## config.mk

```make
export PLATFORM = sky130hd
export DESIGN_NAME = vram_port_arbiter_flat
export DESIGN_NICKNAME = d
export VERILOG_FILES = /design/src/rtl/vram_port_arbiter_if.sv /design/src/rtl/vram_port_arbiter.sv /design/src/flat_wrapper.sv
export SDC_FILE = /design/constraint.sdc
export NUM_CORES = 1
export LEC_CHECK = 0
export CAP_MARGIN = 20
export CORE_AREA = 2 2 92 138
export CTS_CLUSTER_DIAMETER = 80
export DETAILED_ROUTE_END_ITERATION = 7
export DIE_AREA = 0 0 94 140
export GPL_TIMING_DRIVEN = 0
export HOLD_SLACK_MARGIN = 0.02
export PLACE_DENSITY = 0.65
export SLEW_MARGIN = 20
export SYNTH_ARGS = -nofsm -noshare
export SYNTH_HDL_FRONTEND = slang
export SYNTH_SLANG_ARGS = --single-unit
export TNS_END_PERCENT = 50
```

## constraint.sdc

```tcl
create_clock -name clk -period 2.3 [get_ports clk]
set_input_delay 0.46 -clock clk [delete_from_list [all_inputs] [get_ports clk]]
set_output_delay 0.46 -clock clk [all_outputs]
set_load 0.1 [all_outputs]
```

## src/rtl/vram_port_arbiter_if.sv

```systemverilog
// Bundle of the CPU, fill-engine and RAM port A signals around the VRAM port arbiter.
// The slave modport is the arbiter's view; the master modport is the view of the
// requesters and the RAM that surround it.
`timescale 1ns/1ps
interface vram_port_arbiter_if #(
    parameter int AW = 14,
    parameter int DW = 8
);
    logic          cpu_req;
    logic          cpu_we;
    logic [AW-1:0] cpu_addr;
    logic [DW-1:0] cpu_wdata;
    logic          cpu_ack;
    logic [DW-1:0] cpu_rdata;

    logic          fill_start;
    logic [AW-1:0] fill_base;
    logic [AW:0]   fill_len;
    logic [DW-1:0] fill_data;
    logic          fill_busy;
    logic          fill_done;

    logic          ram_en;
    logic          ram_we;
    logic [AW-1:0] ram_addr;
    logic [DW-1:0] ram_wdata;
    logic [DW-1:0] ram_rdata;

    modport slave (
        input  cpu_req, cpu_we, cpu_addr, cpu_wdata,
        output cpu_ack, cpu_rdata,
        input  fill_start, fill_base, fill_len, fill_data,
        output fill_busy, fill_done,
        output ram_en, ram_we, ram_addr, ram_wdata,
        input  ram_rdata
    );

    modport master (
        output cpu_req, cpu_we, cpu_addr, cpu_wdata,
        input  cpu_ack, cpu_rdata,
        output fill_start, fill_base, fill_len, fill_data,
        input  fill_busy, fill_done,
        input  ram_en, ram_we, ram_addr, ram_wdata,
        output ram_rdata
    );
endinterface

```

## src/rtl/vram_port_arbiter.sv

```systemverilog
// VRAM port A arbiter: CPU byte accesses have fixed priority, the fill engine
// writes a constant byte in every port cycle the CPU leaves free.
//
// CPU FSM
//   state    | meaning
//   C_IDLE   | waiting for cpu_req
//   C_STROBE | CPU owns the port this cycle (write acks here)
//   C_RDWAIT | RAM output register holds read data; latched at end of cycle
//   C_ACK    | read ack cycle, cpu_req ignored
//
// Fill FSM
//   state  | meaning
//   F_IDLE | waiting for fill_start
//   F_RUN  | writes pending (rem != 0) or last write on the port (rem == 0)
//   F_DONE | fill_done pulse; a new fill_start is accepted here
`timescale 1ns/1ps
module vram_port_arbiter #(
    parameter int AW = 14,
    parameter int DW = 8
) (
    input  logic            clk,
    input  logic            reset_n,
    vram_port_arbiter_if.slave bus
);

    typedef enum logic [1:0] {C_IDLE, C_STROBE, C_RDWAIT, C_ACK} cpu_state_t;
    typedef enum logic [1:0] {F_IDLE, F_RUN, F_DONE}             fill_state_t;

    cpu_state_t    r_cpu_state;
    logic          r_cpu_rd;
    logic          r_cpu_ack;
    logic [DW-1:0] r_cpu_rdata;

    fill_state_t   r_fill_state;
    logic [AW-1:0] r_fill_addr;
    logic [AW:0]   r_fill_rem;
    logic [DW-1:0] r_fill_data;
    logic          r_fill_busy;
    logic          r_fill_done;

    logic          r_ram_en;
    logic          r_ram_we;
    logic [AW-1:0] r_ram_addr;
    logic [DW-1:0] r_ram_wdata;

    logic          w_cpu_take;
    logic          w_fill_accept;
    logic          w_fill_wr;
    logic [AW-1:0] w_fill_wr_addr;
    logic [DW-1:0] w_fill_wr_data;

    // The CPU claims the next port cycle whenever it requests from idle.
    assign w_cpu_take    = (r_cpu_state == C_IDLE) && bus.cpu_req;

    // A start is taken in idle and in the done cycle, never while running.
    assign w_fill_accept = bus.fill_start && (r_fill_state != F_RUN);

    // The first fill write is issued straight from the start inputs so the
    // writes line up with fill_busy; the CPU still wins a contended edge.
    assign w_fill_wr = !w_cpu_take &&
                       ((w_fill_accept && (bus.fill_len != '0)) ||
                        ((r_fill_state == F_RUN) && (r_fill_rem != '0)));

    assign w_fill_wr_addr = w_fill_accept ? bus.fill_base : r_fill_addr;
    assign w_fill_wr_data = w_fill_accept ? bus.fill_data : r_fill_data;

    // CPU access sequencing: strobe, optional read wait, ack with read data.
    always_ff @(posedge clk) begin
        if (!reset_n) begin
            r_cpu_state <= C_IDLE;
            r_cpu_rd    <= 1'b0;
            r_cpu_ack   <= 1'b0;
            r_cpu_rdata <= '0;
        end else begin
            r_cpu_ack <= 1'b0;
            case (r_cpu_state)
                C_IDLE: begin
                    if (bus.cpu_req) begin
                        r_cpu_state <= C_STROBE;
                        r_cpu_rd    <= !bus.cpu_we;
                        r_cpu_ack   <= bus.cpu_we;
                    end
                end
                C_STROBE: begin
                    r_cpu_state <= r_cpu_rd ? C_RDWAIT : C_IDLE;
                end
                C_RDWAIT: begin
                    r_cpu_rdata <= bus.ram_rdata;
                    r_cpu_ack   <= 1'b1;
                    r_cpu_state <= C_ACK;
                end
                C_ACK: begin
                    r_cpu_state <= C_IDLE;
                end
                default: begin
                    r_cpu_state <= C_IDLE;
                end
            endcase
        end
    end

    // Fill engine: address/count bookkeeping plus busy/done flags.
    always_ff @(posedge clk) begin
        if (!reset_n) begin
            r_fill_state <= F_IDLE;
            r_fill_addr  <= '0;
            r_fill_rem   <= '0;
            r_fill_data  <= '0;
            r_fill_busy  <= 1'b0;
            r_fill_done  <= 1'b0;
        end else begin
            r_fill_done <= 1'b0;
            case (r_fill_state)
                F_IDLE, F_DONE: begin
                    r_fill_state <= F_IDLE;
                    r_fill_busy  <= 1'b0;
                    if (bus.fill_start) begin
                        r_fill_data <= bus.fill_data;
                        if (bus.fill_len == '0) begin
                            r_fill_state <= F_DONE;
                            r_fill_done  <= 1'b1;
                        end else begin
                            r_fill_state <= F_RUN;
                            r_fill_busy  <= 1'b1;
                            r_fill_addr  <= w_fill_wr ? bus.fill_base + AW'(1) : bus.fill_base;
                            r_fill_rem   <= w_fill_wr ? bus.fill_len - (AW+1)'(1) : bus.fill_len;
                        end
                    end
                end
                F_RUN: begin
                    if (r_fill_rem == '0) begin
                        r_fill_state <= F_DONE;
                        r_fill_busy  <= 1'b0;
                        r_fill_done  <= 1'b1;
                    end else if (w_fill_wr) begin
                        r_fill_addr <= r_fill_addr + AW'(1);
                        r_fill_rem  <= r_fill_rem - (AW+1)'(1);
                    end
                end
                default: begin
                    r_fill_state <= F_IDLE;
                    r_fill_busy  <= 1'b0;
                end
            endcase
        end
    end

    // Registered port A strobe: CPU first, otherwise a fill write, otherwise idle.
    always_ff @(posedge clk) begin
        if (!reset_n) begin
            r_ram_en    <= 1'b0;
            r_ram_we    <= 1'b0;
            r_ram_addr  <= '0;
            r_ram_wdata <= '0;
        end else if (w_cpu_take) begin
            r_ram_en    <= 1'b1;
            r_ram_we    <= bus.cpu_we;
            r_ram_addr  <= bus.cpu_addr;
            r_ram_wdata <= bus.cpu_wdata;
        end else if (w_fill_wr) begin
            r_ram_en    <= 1'b1;
            r_ram_we    <= 1'b1;
            r_ram_addr  <= w_fill_wr_addr;
            r_ram_wdata <= w_fill_wr_data;
        end else begin
            r_ram_en    <= 1'b0;
            r_ram_we    <= 1'b0;
        end
    end

    assign bus.cpu_ack   = r_cpu_ack;
    assign bus.cpu_rdata = r_cpu_rdata;
    assign bus.fill_busy = r_fill_busy;
    assign bus.fill_done = r_fill_done;
    assign bus.ram_en    = r_ram_en;
    assign bus.ram_we    = r_ram_we;
    assign bus.ram_addr  = r_ram_addr;
    assign bus.ram_wdata = r_ram_wdata;

endmodule
```

## src/flat_wrapper.sv

```systemverilog
// flat-port wrapper written by rule: the top's interface ports become plain ports
module vram_port_arbiter_flat 
#(
    parameter int AW = 14,
    parameter int DW = 8
)
  (clk, reset_n, bus_cpu_req, bus_cpu_we, bus_cpu_addr, bus_cpu_wdata, bus_cpu_ack, bus_cpu_rdata, bus_fill_start, bus_fill_base, bus_fill_len, bus_fill_data, bus_fill_busy, bus_fill_done, bus_ram_en, bus_ram_we, bus_ram_addr, bus_ram_wdata, bus_ram_rdata);
  vram_port_arbiter_if #(.AW(AW), .DW(DW)) bus_i ();
  input  logic clk;
  input  logic reset_n;
  input wire logic [$bits(bus_i.cpu_req)-1:0] bus_cpu_req;
  input wire logic [$bits(bus_i.cpu_we)-1:0] bus_cpu_we;
  input wire logic [$bits(bus_i.cpu_addr)-1:0] bus_cpu_addr;
  input wire logic [$bits(bus_i.cpu_wdata)-1:0] bus_cpu_wdata;
  output wire logic [$bits(bus_i.cpu_ack)-1:0] bus_cpu_ack;
  output wire logic [$bits(bus_i.cpu_rdata)-1:0] bus_cpu_rdata;
  input wire logic [$bits(bus_i.fill_start)-1:0] bus_fill_start;
  input wire logic [$bits(bus_i.fill_base)-1:0] bus_fill_base;
  input wire logic [$bits(bus_i.fill_len)-1:0] bus_fill_len;
  input wire logic [$bits(bus_i.fill_data)-1:0] bus_fill_data;
  output wire logic [$bits(bus_i.fill_busy)-1:0] bus_fill_busy;
  output wire logic [$bits(bus_i.fill_done)-1:0] bus_fill_done;
  output wire logic [$bits(bus_i.ram_en)-1:0] bus_ram_en;
  output wire logic [$bits(bus_i.ram_we)-1:0] bus_ram_we;
  output wire logic [$bits(bus_i.ram_addr)-1:0] bus_ram_addr;
  output wire logic [$bits(bus_i.ram_wdata)-1:0] bus_ram_wdata;
  input wire logic [$bits(bus_i.ram_rdata)-1:0] bus_ram_rdata;
  assign bus_i.cpu_req = bus_cpu_req;
  assign bus_i.cpu_we = bus_cpu_we;
  assign bus_i.cpu_addr = bus_cpu_addr;
  assign bus_i.cpu_wdata = bus_cpu_wdata;
  assign bus_cpu_ack = bus_i.cpu_ack;
  assign bus_cpu_rdata = bus_i.cpu_rdata;
  assign bus_i.fill_start = bus_fill_start;
  assign bus_i.fill_base = bus_fill_base;
  assign bus_i.fill_len = bus_fill_len;
  assign bus_i.fill_data = bus_fill_data;
  assign bus_fill_busy = bus_i.fill_busy;
  assign bus_fill_done = bus_i.fill_done;
  assign bus_ram_en = bus_i.ram_en;
  assign bus_ram_we = bus_i.ram_we;
  assign bus_ram_addr = bus_i.ram_addr;
  assign bus_ram_wdata = bus_i.ram_wdata;
  assign bus_i.ram_rdata = bus_ram_rdata;
  vram_port_arbiter #(.AW(AW), .DW(DW)) u_core (.clk(clk), .reset_n(reset_n), .bus(bus_i));
endmodule
```

**Yosys cells after proc, flatten, opt, wreduce, memory -nomap -nowiden**

Index checks and enable logic that the tools add are counted.
W data, S select, Z words.

- Word-level logic and storage cells: 88
- Output and inout bits: 35
- Bits of input ports: 72
- Register bits after elaboration: 77

- $add $sub $neg: 4
- Equal/unequal tests: 12
- Reduce and logical (&&, ||, !) cells: 20
- Mux-type cells: 38

Operators by type and width:

| cell | number |
|---|---|
| $mux W14 | 8 |
| $mux W15 | 5 |
| $logic_not A15 Y1 | 2 |
| $pmux W15 S2 | 1 |
| $reduce_bool A15 Y1 | 2 |
| $sub A15 B1 Y15 const B | 2 |
| $add A14 B1 Y14 const B | 2 |
| $pmux W14 S2 | 1 |
| $mux W8 | 3 |
| $mux W1 | 10 |
| $mux W2 | 5 |
| $ne A2 B2 Y1 const B | 5 |
| $pmux W2 S4 | 1 |
| $eq A2 B2 Y1 const B | 3 |
| $pmux W1 S2 | 3 |
| $logic_and A1 B1 Y1 | 5 |
| $reduce_and A5 Y1 | 1 |
| $eq A2 B1 Y1 const B | 2 |
| $logic_not A2 Y1 | 2 |
| $ne A2 B1 Y1 const B | 2 |
| $pmux W2 S2 | 1 |
| $reduce_and A2 Y1 | 2 |
| $reduce_bool A2 Y1 | 2 |
| $logic_not A1 Y1 | 2 |
| 2 further kinds | 2 |

**Longest topological paths before layout**

- Word-level depth: 9
- Mapped depth: 10
- Depth with buffers taken out: 8

**Worst setup path before layout**

OpenSTA, ideal clock, no wires.

- Path kind: flip-flop to flip-flop
- Start point: reg, netlist name u_core.bus.fill_busy
- End point: reg u_core.r_fill_rem[4]
- Period minus slack after synthesis: 2.556 ns
- Setup slack: -0.256 ns
- Required time: 2.172 ns
- Arrival time: 2.429 ns
- Buffers on the path: 1
- Stages on the path, launching flop included: 8
- Library setup time: 0.128 ns
- Cells stage by stage: dfxtp_1 -> nor2b_1 -> clkbuf_1 -> nand2_1 -> o21ai_1 -> o21ai_0 -> a221oi_1 -> nor2_1

RTL lines:

| item | line | text |
|---|---|---|
| to (signal assigned) | vram_port_arbiter.sv:126 | `r_fill_rem <= w_fill_wr ? bus.fill_len - (AW+1)'(1) : bus.fill_len;` |
| to (signal assigned) | vram_port_arbiter.sv:137 | `r_fill_rem <= r_fill_rem - (AW+1)'(1);` |
| to (decl) | vram_port_arbiter.sv:36 | `logic [AW:0] r_fill_rem;` |

**Worst setup path in the final report**

- Start point: reg u_core.r_cpu_rdata[1], in the netlist u_core.bus.cpu_rdata[1]
- End point: out bus_cpu_rdata[1]

RTL lines:

| item | line | text |
|---|---|---|
| from (decl) | vram_port_arbiter.sv:32 | `logic [DW-1:0] r_cpu_rdata;` |
| from (signal assigned) | vram_port_arbiter.sv:88 | `r_cpu_rdata <= bus.ram_rdata;` |
| to (decl) | flat_wrapper.sv:16 | `output wire logic [$bits(bus_i.cpu_rdata)-1:0] bus_cpu_rdata;` |

No word-level cell between the ends.

==> results.cfg <==
[worst_setup_path]
reg2reg_slack_ns = 0.12
worst_setup_path_startpoint = u_core.bus.cpu_rdata[1]
category_of_the_critical_setup_timing_path = reg -> out
worst_r2r_startpoint = u_core.r_fill_rem[0]
worstPathMaxFanout = 2
r2r_cells = 9
critical-path-slowest-cell = sky130_fd_sc_hd__clkdlybuf4s50_1
wp_data_required_ns = 1.84
critPathArrivalTime_ns = 1.81
timing.critical_path.to = bus_cpu_rdata[1]
critical_path.top_delay_family = buffers and inverters
critPathCaptureType = output pin
timing.critical_path.depth = 1
path_buf_inv = 1
reg2reg_end = u_core.r_fill_rem[4]
worstSetupStartpointType = register
crit_path_cell_trace = clkdlybuf4s50_1
max_stage_delay_ns = 1.13

[floorplan]
die_width_um = 94
fp-row-count = 49
fp.dieH_um = 140
placeableCoreArea_sq_um = 12000
starting_density_pct = 37.3
die_area_sq_um = 13200
boundaryPins = 107

[routing]
detailroute.via_count = 5292
drt_iter0_drc = 521
post_drt_wl_per_cell_um = 19.4
route.final.wire_length_um = 17300
avgViaCountPerCell = 5.94
remaining_drc_errors = 0
antenna_left = 0
drt_first_pass_iters = 5

[power_and_ir_drop]
total_leakage_power_uw = 0.00259
internal-power_uw = 2860
power_frac_seq_pct = 34.0
clock_power_share_pct = 32.2
worst_ir_drop_vdd_mv = 0.535
cellPowerDensity_nw_per_um2 = 719
switching_power_uw = 1750
switching_share_pct = 38.0
power.share.combinational_pct = 33.8
report.power.total_uw = 4610

[sta]
skew_ns = 0.00530
worst_slew_pin_slew_ns = 1.01
min_period_over_period_pct = 98.8
max_freq_mhz = 440
final-setup-viol-count = 0
final_critical_path_setup_slack_ns = 0.0275
max_slew_violations = 0
timing_hold_violations_final = 0
timing.slew.headroom_pct = 32.9
grt_setup_unrepaired = true
clock_period_minus_final_worst_setup_slack_ns = 2.27

[synth]
synth_seq_area_share_pct = 34.1
ys_types = 68
total_of_flip_flops_plus_latches_after_synthesis = 76
synth_flop_cell = sky130_fd_sc_hd__dfxtp_1
number_of_enable_flip_flop_cells_after_synthesis = 0
syn-mean-instance-area_sq_um = 7.50
synth.net_count = 673
postSynthCellCount = 595
async_reset_ff_share_pct = 0
mapped_area_sq_um = 4460
synth.yosys.warnings = 0

[clock_tree]
cts_tree = done
cts_hold_buf = 0
cts-htree-levels = 3
clkSinkCount = 76
ctsLongestPathBuffers = 2
numCtsBuffers = 9
ctsRootBufferMaster = sky130_fd_sc_hd__clkbuf_16
cts.clk_slew.worst_paths_ns = 0.06
clkLatencyLatePin_ns = 0.34

[cells_and_area]
areaGrowthSynthToFinish_pct = 43.6
fin_cells = 891
final_util_pct = 53.6
layout.cells.most_common = sky130_fd_sc_hd__nand2_1
finished_cell_area_sq_um = 6410
layout-drive-gt1-share_pct = 13.0
mostFrequentLayoutCells = sky130_fd_sc_hd__nand2_1 (117), sky130_fd_sc_hd__dfxtp_1 (73), sky130_fd_sc_hd__a21oi_1 (64)
num_antenna_cells = 0
finalNetCount = 811

[placed_design]
hpwl_reported_at_the_end_of_detailed_placement_um = 12200
place.detailed.instances = 853
dp_worst_setup_slack_ns = -0.969
postPlaceCellArea_sq_um = 5710
place.port_buffers = 105
place.gp.congestion = 0.946

[min_path]
hold_path_class = reg -> reg
hp-start = u_core.bus.ram_addr[13]

[global_routing]
grt_antenna_before_repair = 0
grt_first_pass_wirelength_um = 26900
vias_in_the_first_global_route = 5215
globalRouteTotalUtil_pct = 26.3
grt_max_degree = 15
grt.overflow.total = 0

[status]
result_of_the_run = finished, final reports clean

[run]
max_cap_viol_count = 0
metrics by stage:
step                      setup TNS (ns)  hold WS, ns
final                                  0        0.449
after global routing            -0.00588        0.464
after CTS                        -0.0272        0.451
after detailed placement          -42.50        0.444
after global placement            -41.59        0.439
after floorplan                        0        0.437
worst min path at each step:
stage | end | depth (start not counted) | slack, ns
after floorplan | u_core.r_fill_data[0] | 2 | 0.44
after global placement | u_core.bus.ram_addr[13] | 2 | 0.44
after detailed placement | u_core.bus.ram_wdata[3] | 2 | 0.44
after CTS | u_core.bus.ram_addr[7] | 2 | 0.45
after global routing | u_core.bus.ram_addr[7] | 2 | 0.46
final | u_core.bus.ram_addr[13] | 2 | 0.45
synth_stat cells (all sizes together), types with 4 or more instances:
| library cell | instances | area (sq um) |
|---|---|---|
| or4 | 5 | 37.5 |
| dfxtp | 76 | 1520 |
| o22ai | 7 | 43.8 |
| a221oi | 14 | 123 |
| nand4 | 8 | 65.1 |
| o221ai | 6 | 58.8 |
| or3 | 5 | 31.3 |
| nand2 | 117 | 439 |
| and3 | 5 | 31.3 |
| clkbuf | 24 | 91.3 |
| buf | 13 | 83.8 |
| o21a | 4 | 30.0 |
| o21ai | 38 | 190 |
| o31ai | 4 | 30.0 |
| ha | 6 | 75.1 |
| a31oi | 6 | 37.5 |
| a21oi | 65 | 329 |
| a211oi | 4 | 35.0 |
| xor2 | 8 | 70.1 |
| nor4 | 18 | 140 |
| nor3 | 13 | 76.3 |
| xnor2 | 11 | 96.3 |
| o211ai | 12 | 90.1 |
| nand2b | 4 | 25.0 |
| nor2 | 44 | 168 |
| inv | 11 | 41.3 |
| nand3 | 31 | 155 |
logic make-up after synthesis:
family	synth area share, %
multiplexers	0.224
XOR/XNOR	3.73
flip-flops	34.1
adder cells (fa/ha/maj)	1.68
buffers and inverters	4.85
AO/OA/AOI/OAI	25.3
AND/OR/NAND/NOR	30.1
what timing repair did:
item,in CTS,in global routing
setup endpoints to repair,67,69
gates cloned,0,0
pin swaps,7,10
setup buffers,13,12
gates resized for setup,48,57
power by group through the flow:
stage | Sequential, uW | Clock (uW) | Combinational (uW)
after floorplan | 1890 | 0 | 606
after global placement | 1570 | 0 | 1410
after detailed placement | 1580 | 0 | 1420
after CTS | 1550 | 1500 | 1460
after global routing | 1580 | 1560 | 1650
final | 1570 | 1480 | 1560
layout make-up:
class | instances | area (sq um)
multi-input cells | 471 | 2890
plain buffers | 35 | 196
flip-flops and latches | 76 | 1530
clock buffers | 10 | 239
well taps | 153 | 191
repair buffers | 129 | 1250
clock inverters | 6 | 71.3
fillers | 1150 | 5550
inverters | 11 | 41.3
state kept, by name (all words and copies together), names as in the netlist, 8 cells and up, named ones only:
name	flops
u_core.bus.cpu_rdata	8
u_core.r_fill_data	8
u_core.r_fill_rem	15
u_core.r_fill_addr	14
u_core.bus.ram_addr	14
u_core.bus.ram_wdata	8
worst register-to-register path, cell delays in order (launching register included):
cell	delay, ns
sky130_fd_sc_hd__dfxtp_1	0.40
sky130_fd_sc_hd__inv_1	0.09
sky130_fd_sc_hd__ha_1	0.21
sky130_fd_sc_hd__nor4b_4	0.13
sky130_fd_sc_hd__and4_1	0.21
sky130_fd_sc_hd__buf_4	0.18
sky130_fd_sc_hd__o21ai_4	0.26
sky130_fd_sc_hd__o21ai_0	0.16
sky130_fd_sc_hd__a221oi_1	0.33
sky130_fd_sc_hd__nor2_1	0.08
metal layers:
layer	GRT usage (%)	share of wire [%]	wire length [um]	up-vias
met4	16.0	4.8	825	0
li1	-	-	-	2463
met2	44.8	50	8720	269
met5	0	0	0	-
met3	4.52	7.2	1250	58
met1	30.1	38	6520	2502
(Power assumes the default switching activity.)
